[src/rtl/fetch_memory.sv]
// fetch_memory: word-organised instruction fetch memory with a load port.
// Define FETCH_MEM_PRELOAD_EN to power up holding the three-word boot program.
module fetch_memory #(
    parameter int DATA_W      = 32,
    parameter int ADDR_W      = 32,
    parameter int DEPTH       = 16,
    parameter int WAIT_CYCLES = 0
) (
    input  logic              clk,
    input  logic              rst,
    input  logic              req_valid,
    output logic              req_ready,
    input  logic [ADDR_W-1:0] req_addr,
    output logic              rsp_valid,
    input  logic              rsp_ready,
    output logic [DATA_W-1:0] rsp_data,
    output logic              rsp_err,
    input  logic              load_en,
    input  logic [ADDR_W-1:0] load_addr,
    input  logic [DATA_W-1:0] load_data
);

    localparam int OFF = $clog2(DATA_W / 8);
    localparam int IW  = $clog2(DEPTH);
    localparam logic [ADDR_W-1:0] LOW_MASK = ADDR_W'((1 << OFF) - 1);
    localparam logic [ADDR_W-1:0] DEPTH_A  = ADDR_W'(DEPTH);

`ifdef FETCH_MEM_PRELOAD_EN
    localparam bit PRELOAD = 1'b1;
`else
    localparam bit PRELOAD = 1'b0;
`endif

    typedef enum logic [1:0] {
        S_IDLE,
        S_WAIT,
        S_RESP
    } state_t;

    state_t state, state_n;

    logic [3:0]        cnt;
    logic [ADDR_W-1:0] addr_q;
    logic [DATA_W-1:0] mem [DEPTH];

    logic              accept;
    logic              rsp_load;
    logic [ADDR_W-1:0] rd_addr;
    logic [ADDR_W-1:0] rd_word;
    logic [ADDR_W-1:0] ld_word;
    logic              rd_ok;
    logic              ld_ok;
    logic [IW-1:0]     rd_idx;
    logic [IW-1:0]     ld_idx;

    // The array holds data XOR boot image, so a zeroed array reads back
    // as the boot program without needing an init file.
    function automatic logic [DATA_W-1:0] boot_word(input logic [IW-1:0] i);
        logic [31:0] w;
        w = '0;
        if (PRELOAD) begin
            if (int'(i) == 0)      w = 32'h003100B3;
            else if (int'(i) == 1) w = 32'h00308233;
            else if (int'(i) == 2) w = 32'h401202B3;
        end
        return DATA_W'(w);
    endfunction

    // In IDLE the live request address feeds the read for zero-wait entry.
    assign rd_addr = (state == S_IDLE) ? req_addr : addr_q;
    assign rd_word = rd_addr >> OFF;
    assign ld_word = load_addr >> OFF;
    assign rd_ok   = ~|(rd_addr & LOW_MASK) && (rd_word < DEPTH_A);
    assign ld_ok   = ~|(load_addr & LOW_MASK) && (ld_word < DEPTH_A);
    assign rd_idx  = rd_word[IW-1:0];
    assign ld_idx  = ld_word[IW-1:0];

    assign accept   = req_valid && (state == S_IDLE);
    assign rsp_load = (state_n == S_RESP) && (state != S_RESP);

    always_ff @(posedge clk or posedge rst) begin
        if (rst) begin
            state <= S_IDLE;
        end else begin
            state <= state_n;
        end
    end

    always_comb begin
        state_n = state;
        unique case (state)
            S_IDLE: begin
                if (accept) begin
                    state_n = (WAIT_CYCLES == 0) ? S_RESP : S_WAIT;
                end
            end
            S_WAIT: begin
                if (cnt == 4'd1) begin
                    state_n = S_RESP;
                end
            end
            S_RESP: begin
                if (rsp_ready) begin
                    state_n = S_IDLE;
                end
            end
            default: state_n = S_IDLE;
        endcase
    end

    always_comb begin
        req_ready = (state == S_IDLE) && !rst;
        rsp_valid = (state == S_RESP);
    end

    always_ff @(posedge clk or posedge rst) begin
        if (rst) begin
            addr_q   <= '0;
            cnt      <= '0;
            rsp_data <= '0;
            rsp_err  <= 1'b0;
        end else begin
            if (accept) begin
                addr_q <= req_addr;
                cnt    <= 4'(WAIT_CYCLES);
            end else if (state == S_WAIT) begin
                cnt <= cnt - 4'd1;
            end
            if (rsp_load) begin
                rsp_err  <= !rd_ok;
                rsp_data <= rd_ok ? (mem[rd_idx] ^ boot_word(rd_idx)) : '0;
            end
        end
    end

    // Nonblocking write gives read-before-write on a same-edge collision.
    always_ff @(posedge clk) begin
        if (load_en && ld_ok) begin
            mem[ld_idx] <= load_data ^ boot_word(ld_idx);
        end
    end

endmodule
[config.mk]
export PLATFORM = sky130hd
export DESIGN_NAME = fetch_memory
export DESIGN_NICKNAME = d
export VERILOG_FILES = /design/src/rtl/fetch_memory.sv
export SDC_FILE = /design/constraint.sdc
export NUM_CORES = 1
export LEC_CHECK = 0
export CAP_MARGIN = 15
export CORE_ASPECT_RATIO = 0.7
export CORE_MARGIN = 4
export CORE_UTILIZATION = 36
export DETAILED_ROUTE_END_ITERATION = 7
export GPL_ROUTABILITY_DRIVEN = 1
export HOLD_SLACK_MARGIN = 0.1
export SLEW_MARGIN = 20
export SYNTH_ARGS = -nofsm -noshare
export SYNTH_HDL_FRONTEND = slang
export SYNTH_SLANG_ARGS = --single-unit
export TNS_END_PERCENT = 1
[constraint.sdc]
create_clock -name clk -period 6.6 [get_ports clk]
set_input_delay 1.32 -clock clk [delete_from_list [all_inputs] [get_ports clk]]
set_output_delay 1.32 -clock clk [all_outputs]
set_load 0.1 [all_outputs]
==> flow_metrics.tcl, run 1 <==
set metrics [dict create \
    synth.distinct_cells 42 \
    post-route-drc-count 0 \
    hp-class "reg -> reg" \
    crit_chain "clkdlybuf4s50_1 > nor2_1 > clkdlybuf4s50_1" \
    yosysWarnings 0 \
    root_buffer "clkbuf_16" \
    fillers 5513 \
    cp-endpoint "req_ready" \
    worst-endpoint-arrival_ps 3020 \
    register_area_sq_um 17200 \
    crit_start "rst" \
    grt-ovfl-total 0 \
    reg2reg_slack_ps 3360 \
    drive_gt1_frac 0.0870 \
    gp_congestion 0.753 \
    cpMostUsedCell "clkdlybuf4s50_1" \
    cpPeakStageDelay_ps 1140 \
    cp.buffers_inverters 2 \
    fin_tns_setup_ps 0 \
    synth_top_area_share 0.676 \
    synth_fp_nets 1677 \
    die_h_um 218 \
    clk_latency_ps 570 \
    cts_tree "built" \
    tightest_slew_ps 1150 \
    detailedPlace.worstSlack_ps 2120 \
    p_per_area_nw_per_um2 303 \
    setup.worst_path.class "in -> out" \
    place_hpwl_um 31900 \
    port_buffers 135 \
    floorplan.initialDensity 0.367 \
    fp.dieArea_sq_um 67300 \
    grt_pass1_vias 13600 \
    cp_slowest_cell "clkdlybuf4s50_1" \
    worstSetupStartpointType "primary input" \
    wl_per_cell_um 22.0 \
    n_antenna_cell 0 \
    antenna_found_initial 0 \
    cpLargestDelayFamily "buffers and inverters" \
    pin_count 136 \
    worstPathMaxFanout 2 \
    rows 76 \
    die_w_um 308 \
    crit_required_ps 5280 \
    synth_area_leader_cell "edfxtp_1" \
    vias 13500 \
    setup_viol 0 \
    area_delta_synth_final_pct 17.9 \
    layout_min_cycle_time_ps 4340 \
    synth_area_leaders "edfxtp_1 (68%), dfrtp_1 (7.8%), nand2_1 (6.3%)" \
    cts_sinks 583 \
    wl_um 56600 \
    synthCells 1574 \
    maxCapViolCount 0 \
    setup_slack_ps 2260 \
    synth_area_sq_um 22700 \
    reg2reg_depth 7 \
    crit_cells 3 \
    drt-initial-drc-count 1182 \
    synth_seq_cells 583 \
    fin_worst_skew_ps 12.6 \
    cts_setup_buffers 0 \
    ir_worst_vdd_mv 0.194 \
    h-tree-depth 2 \
    multi_input_area_sq_um 5210 \
    drv_slew 0 \
    leakage_nw 9.23 \
    synth-seq-area-share 0.754 \
    status "complete, no violations" \
    grt_usage 0.166 \
    maxSlewHeadroom 0.235 \
    hold_buffers 0 \
    r2r-end "rsp_data[27]" \
    fmax_mhz 230 \
    cts_resized 0 \
    core_area_sq_um 62000 \
    post-route-period-util 0.657 \
    final-hold-violation-count 0 \
    ant_nets 0 \
    endpoint_kind "output port" \
    clockBufferDepth 3 \
    first_pass_iters 8 \
    vias_per_cell 5.25 \
    utilization 0.433 \
    r2r-start "state[0]" \
    clk_pin_slew_ps 60 \
    grt_first_pass_wirelength_um 85100 \
    syn_avg_cell_area_sq_um 14.5 \
    rsz0062_at_grt "false" \
    cts_buffers 53 \
    nNetsFinal 1819 \
    grt_max_degree 117 \
]
-- layer usage --
layer,share of wire,global-route usage,vias up
met5,0,0,-
met4,0.014,0.0298,0
met3,0.063,0.0258,68
met2,0.46,0.268,399
met1,0.46,0.243,6868
li1,-,-,6184
-- kinds of logic after synthesis --
logic type / synth area share
and+or+nand+nor: 0.101
DFF: 0.754
xor gates and xnor gates: 0.000770
AOI/OAI and AO/OA: 0.0612
muxes: 0.0583
buffers and inverters: 0.0240
adders and majority gates: 0.00110
-- per-stage QoR --
step	instance area [sq um]	hold slack, ps	instances	power, mW
finish	26800	476	2577	8.12
detailed placement	25100	465	2479	5.17
global placement	25100	460	2479	5.15
CTS	26800	480	2576	8.18
floorplan	22700	442	1574	4.82
global route	26800	488	2577	8.43
-- power by group --
group          switching, mW  internal [mW]
Clock                   1.32           1.71
Sequential            0.0277           4.05
Combinational          0.659          0.353
-- Yosys cell counts (all sizes together) --
master and instances:
ha 2, nand4 6, nor4b 1, xnor2 1, buf 50, nor3b 6, or2 2, mux2 4
nor2 15, o21ai 7, o31ai 32, a21boi 1, edfxtp 512, nor4 83, a31oi 4, nand3 5
clkbuf 40, a21oi 126, and3 1, nand2b 5, o21a 1, nor2b 1, and2 2, dfrtp 71
nand2 384, nand3b 1, o22ai 66, xor2 1, inv 7, mux2i 128, or3b 1, nor3 8
-- registers in the layout, summed over array words and instances (netlist names) --
| name | flops |
|---|---|
| cnt | 4 |
| state | 2 |
| addr_q | 32 |
| rsp_err | 1 |
| rsp_data | 32 |
| mem | 512 |
-- worst reg2reg max path: stages (launching register included) --
cell and delay [ps]:
dfrtp_1 500, or2_1 430, nor3_2 100, a31oi_4 750
buf_4 470, a21oi_1 80, nor4_1 630, o31ai_1 140
-- final cells by class --
| type | count | area share |
|---|---|---|
| inverter | 7 | 0.00103 |
| tap | 819 | 0.0382 |
| clock inverter | 32 | 0.0100 |
| sequential | 583 | 0.639 |
| multi-input combinational | 894 | 0.194 |
| clock buffer | 65 | 0.0526 |
| timing repair buffer | 177 | 0.0647 |
-- how the worst min path moves through the flow --
stage | to | cells after the start | start | slack, ps
floorplan | addr_q[2] | 2 | addr_q[2] | 440
global placement | addr_q[15] | 2 | addr_q[15] | 460
detailed placement | addr_q[21] | 2 | addr_q[21] | 470
CTS | addr_q[30] | 2 | addr_q[30] | 480
global route | addr_q[14] | 2 | addr_q[14] | 490
finish | addr_q[8] | 2 | addr_q[8] | 480
-- layout by cell type (no fill, tap or decap), types with 36 or more instances in the layout --
cell | Yosys | routed
a21oi_1 | 126 | 126
buf_4 | 7 | 36
clkbuf_16 | 0 | 53
clkdlybuf4s50_1 | 0 | 135
dfrtp_1 | 71 | 71
edfxtp_1 | 512 | 512
mux2i_1 | 128 | 127
nand2_1 | 383 | 382
nor4_1 | 83 | 83
o22ai_1 | 66 | 66
Note: power is estimated with default switching activity, not from simulation.
==> run 2: changes to the inputs <==
==> constraint.sdc (replaced) <==
create_clock -name clk -period 3.6 [get_ports clk]
set_input_delay 0.72 -clock clk [delete_from_list [all_inputs] [get_ports clk]]
set_output_delay 0.72 -clock clk [all_outputs]
set_load 0.1 [all_outputs]
==> flow_metrics.tcl, run 2 (synthesis gave the netlist of run 1 again) <==
set metrics [dict create \
    cpLargestDelayFamily "buffers and inverters" \
    leakage_nw 9.48 \
    floorplan.initialDensity 0.367 \
    rsz0062_at_grt "false" \
    root_buffer "clkbuf_16" \
    n_antenna_cell 0 \
    core_area_sq_um 62000 \
    hp-class "reg -> reg" \
    vias 13600 \
    antenna_found_initial 0 \
    rows 76 \
    drive_gt1_frac 0.108 \
    die_h_um 218 \
    worstSetupStartpointType "flop" \
    largest_reg_flops 512 \
    worst-endpoint-arrival_ps 2180 \
    final-hold-violation-count 0 \
    worstPathMaxFanout 2 \
    cts_buffers 53 \
    fmax_mhz 345 \
    crit_required_ps 2880 \
    fp.dieArea_sq_um 67300 \
    maxSlewHeadroom 0.316 \
    place_hpwl_um 32000 \
    wl_per_cell_um 22.2 \
    dpl-instance-area_sq_um 25500 \
    clockBufferDepth 3 \
    status "complete, no violations" \
    regMostFlops "mem" \
    final_cell_mix "edfxtp_1 (512), nand2_1 (382), mux2i_1 (127)" \
    setup.worst_path.class "reg -> out" \
    grt_first_pass_wirelength_um 86200 \
    cpPeakStageDelay_ps 1170 \
    port_buffers 135 \
    area_delta_synth_final_pct 19.9 \
    power.total_mw 15.3 \
    post-route-period-util 0.806 \
    maxCapViolCount 0 \
    cts_tree "built" \
    grt-ovfl-total 0 \
    vias_per_cell 5.24 \
    wl_um 57700 \
    gp_congestion 0.768 \
    layout_commonest_cell "edfxtp_1" \
    crit_chain "clkdlybuf4s50_1" \
    endpoint_kind "output port" \
    clk_pin_slew_ps 60 \
    tightest_slew_ps 1020 \
    drv_slew 0 \
    ir_worst_vdd_mv 0.414 \
    design_area_sq_um 27300 \
    ant_nets 0 \
    first_pass_iters 5 \
    utilization 0.440 \
    grt_usage 0.169 \
    grt_max_degree 65 \
    nNetsFinal 1837 \
    cts_sinks 583 \
    pin_count 136 \
    post-route-drc-count 0 \
    drt-initial-drc-count 1233 \
    grt_pass1_vias 13700 \
    layout_min_cycle_time_ps 2900 \
    setup_slack_ps 698 \
    die_w_um 308 \
    cts_resized 0 \
    cts_setup_buffers 0 \
    fin_worst_skew_ps 25.0 \
    h-tree-depth 2 \
    detailedPlace.worstSlack_ps 288 \
    p_per_area_nw_per_um2 561 \
    hold_buffers 0 \
    clk_latency_ps 590 \
    largestRegisters "mem x512, addr_q x32, rsp_data x32" \
    cp_slowest_cell "clkdlybuf4s50_1" \
    cp.buffers_inverters 1 \
    setup_viol 0 \
]
-- run 2: where the power goes --
group	leakage, nW	internal, mW	switching [mW]
registers	5.53	7.43	0.0495
clock network	0.893	3.43	2.46
logic	3.05	0.716	1.22
total	9.48	11.6	3.74
-- run 2: path summary, 6_finish.rpt --
kind	start	to	slack, ps	depth (start not counted)
worst min-delay path	addr_q[8]	addr_q[8]	480	2
worst max register to register	state[1]	rsp_data[4]	900	8
worst min register to register	addr_q[8]	addr_q[8]	480	2
max in group asynchronous	rst	rsp_data[13]	2170	3
min in group asynchronous	rst	rsp_data[22]	690	2
worst max-delay path	rsp_data[27]	rsp_data[27]	700	1
-- run 2: stage by stage --
| step | instances | hold WS (ps) | setup TNS [ps] |
|---|---|---|---|
| global placement | 2498 | 461 | 0 |
| global route | 2598 | 493 | 0 |
| detailed placement | 2498 | 465 | 0 |
| CTS | 2598 | 480 | 0 |
| floorplan | 1574 | 442 | -94070 |
| finish | 2598 | 478 | 0 |
-- run 2: final cells by class --
| type | count | area, sq um |
|---|---|---|
| timing repair buffer | 195 | 2060 |
| clock inverter | 37 | 405 |
| inverter | 7 | 27.5 |
| sequential | 583 | 17200 |
| multi-input combinational | 894 | 5210 |
| tap | 819 | 1020 |
| fill | 5478 | 34700 |
| clock buffer | 63 | 1410 |
-- run 2: worst reg2reg max path, stage by stage (launching register included) --
cell and delay [ps]:
dfrtp_1 500, or2_1 420, nor3_2 100, a31oi_4 180, buf_12 330, buf_4 350, a21oi_1 70, nor4_1 510
o31ai_1 120
-- run 2: per-layer routing --
layer  routed length [um]  GRT usage
met3                 3320     0.0235
met1                27200      0.254
met2                26400      0.267
met5                    0          0
met4                  743     0.0286
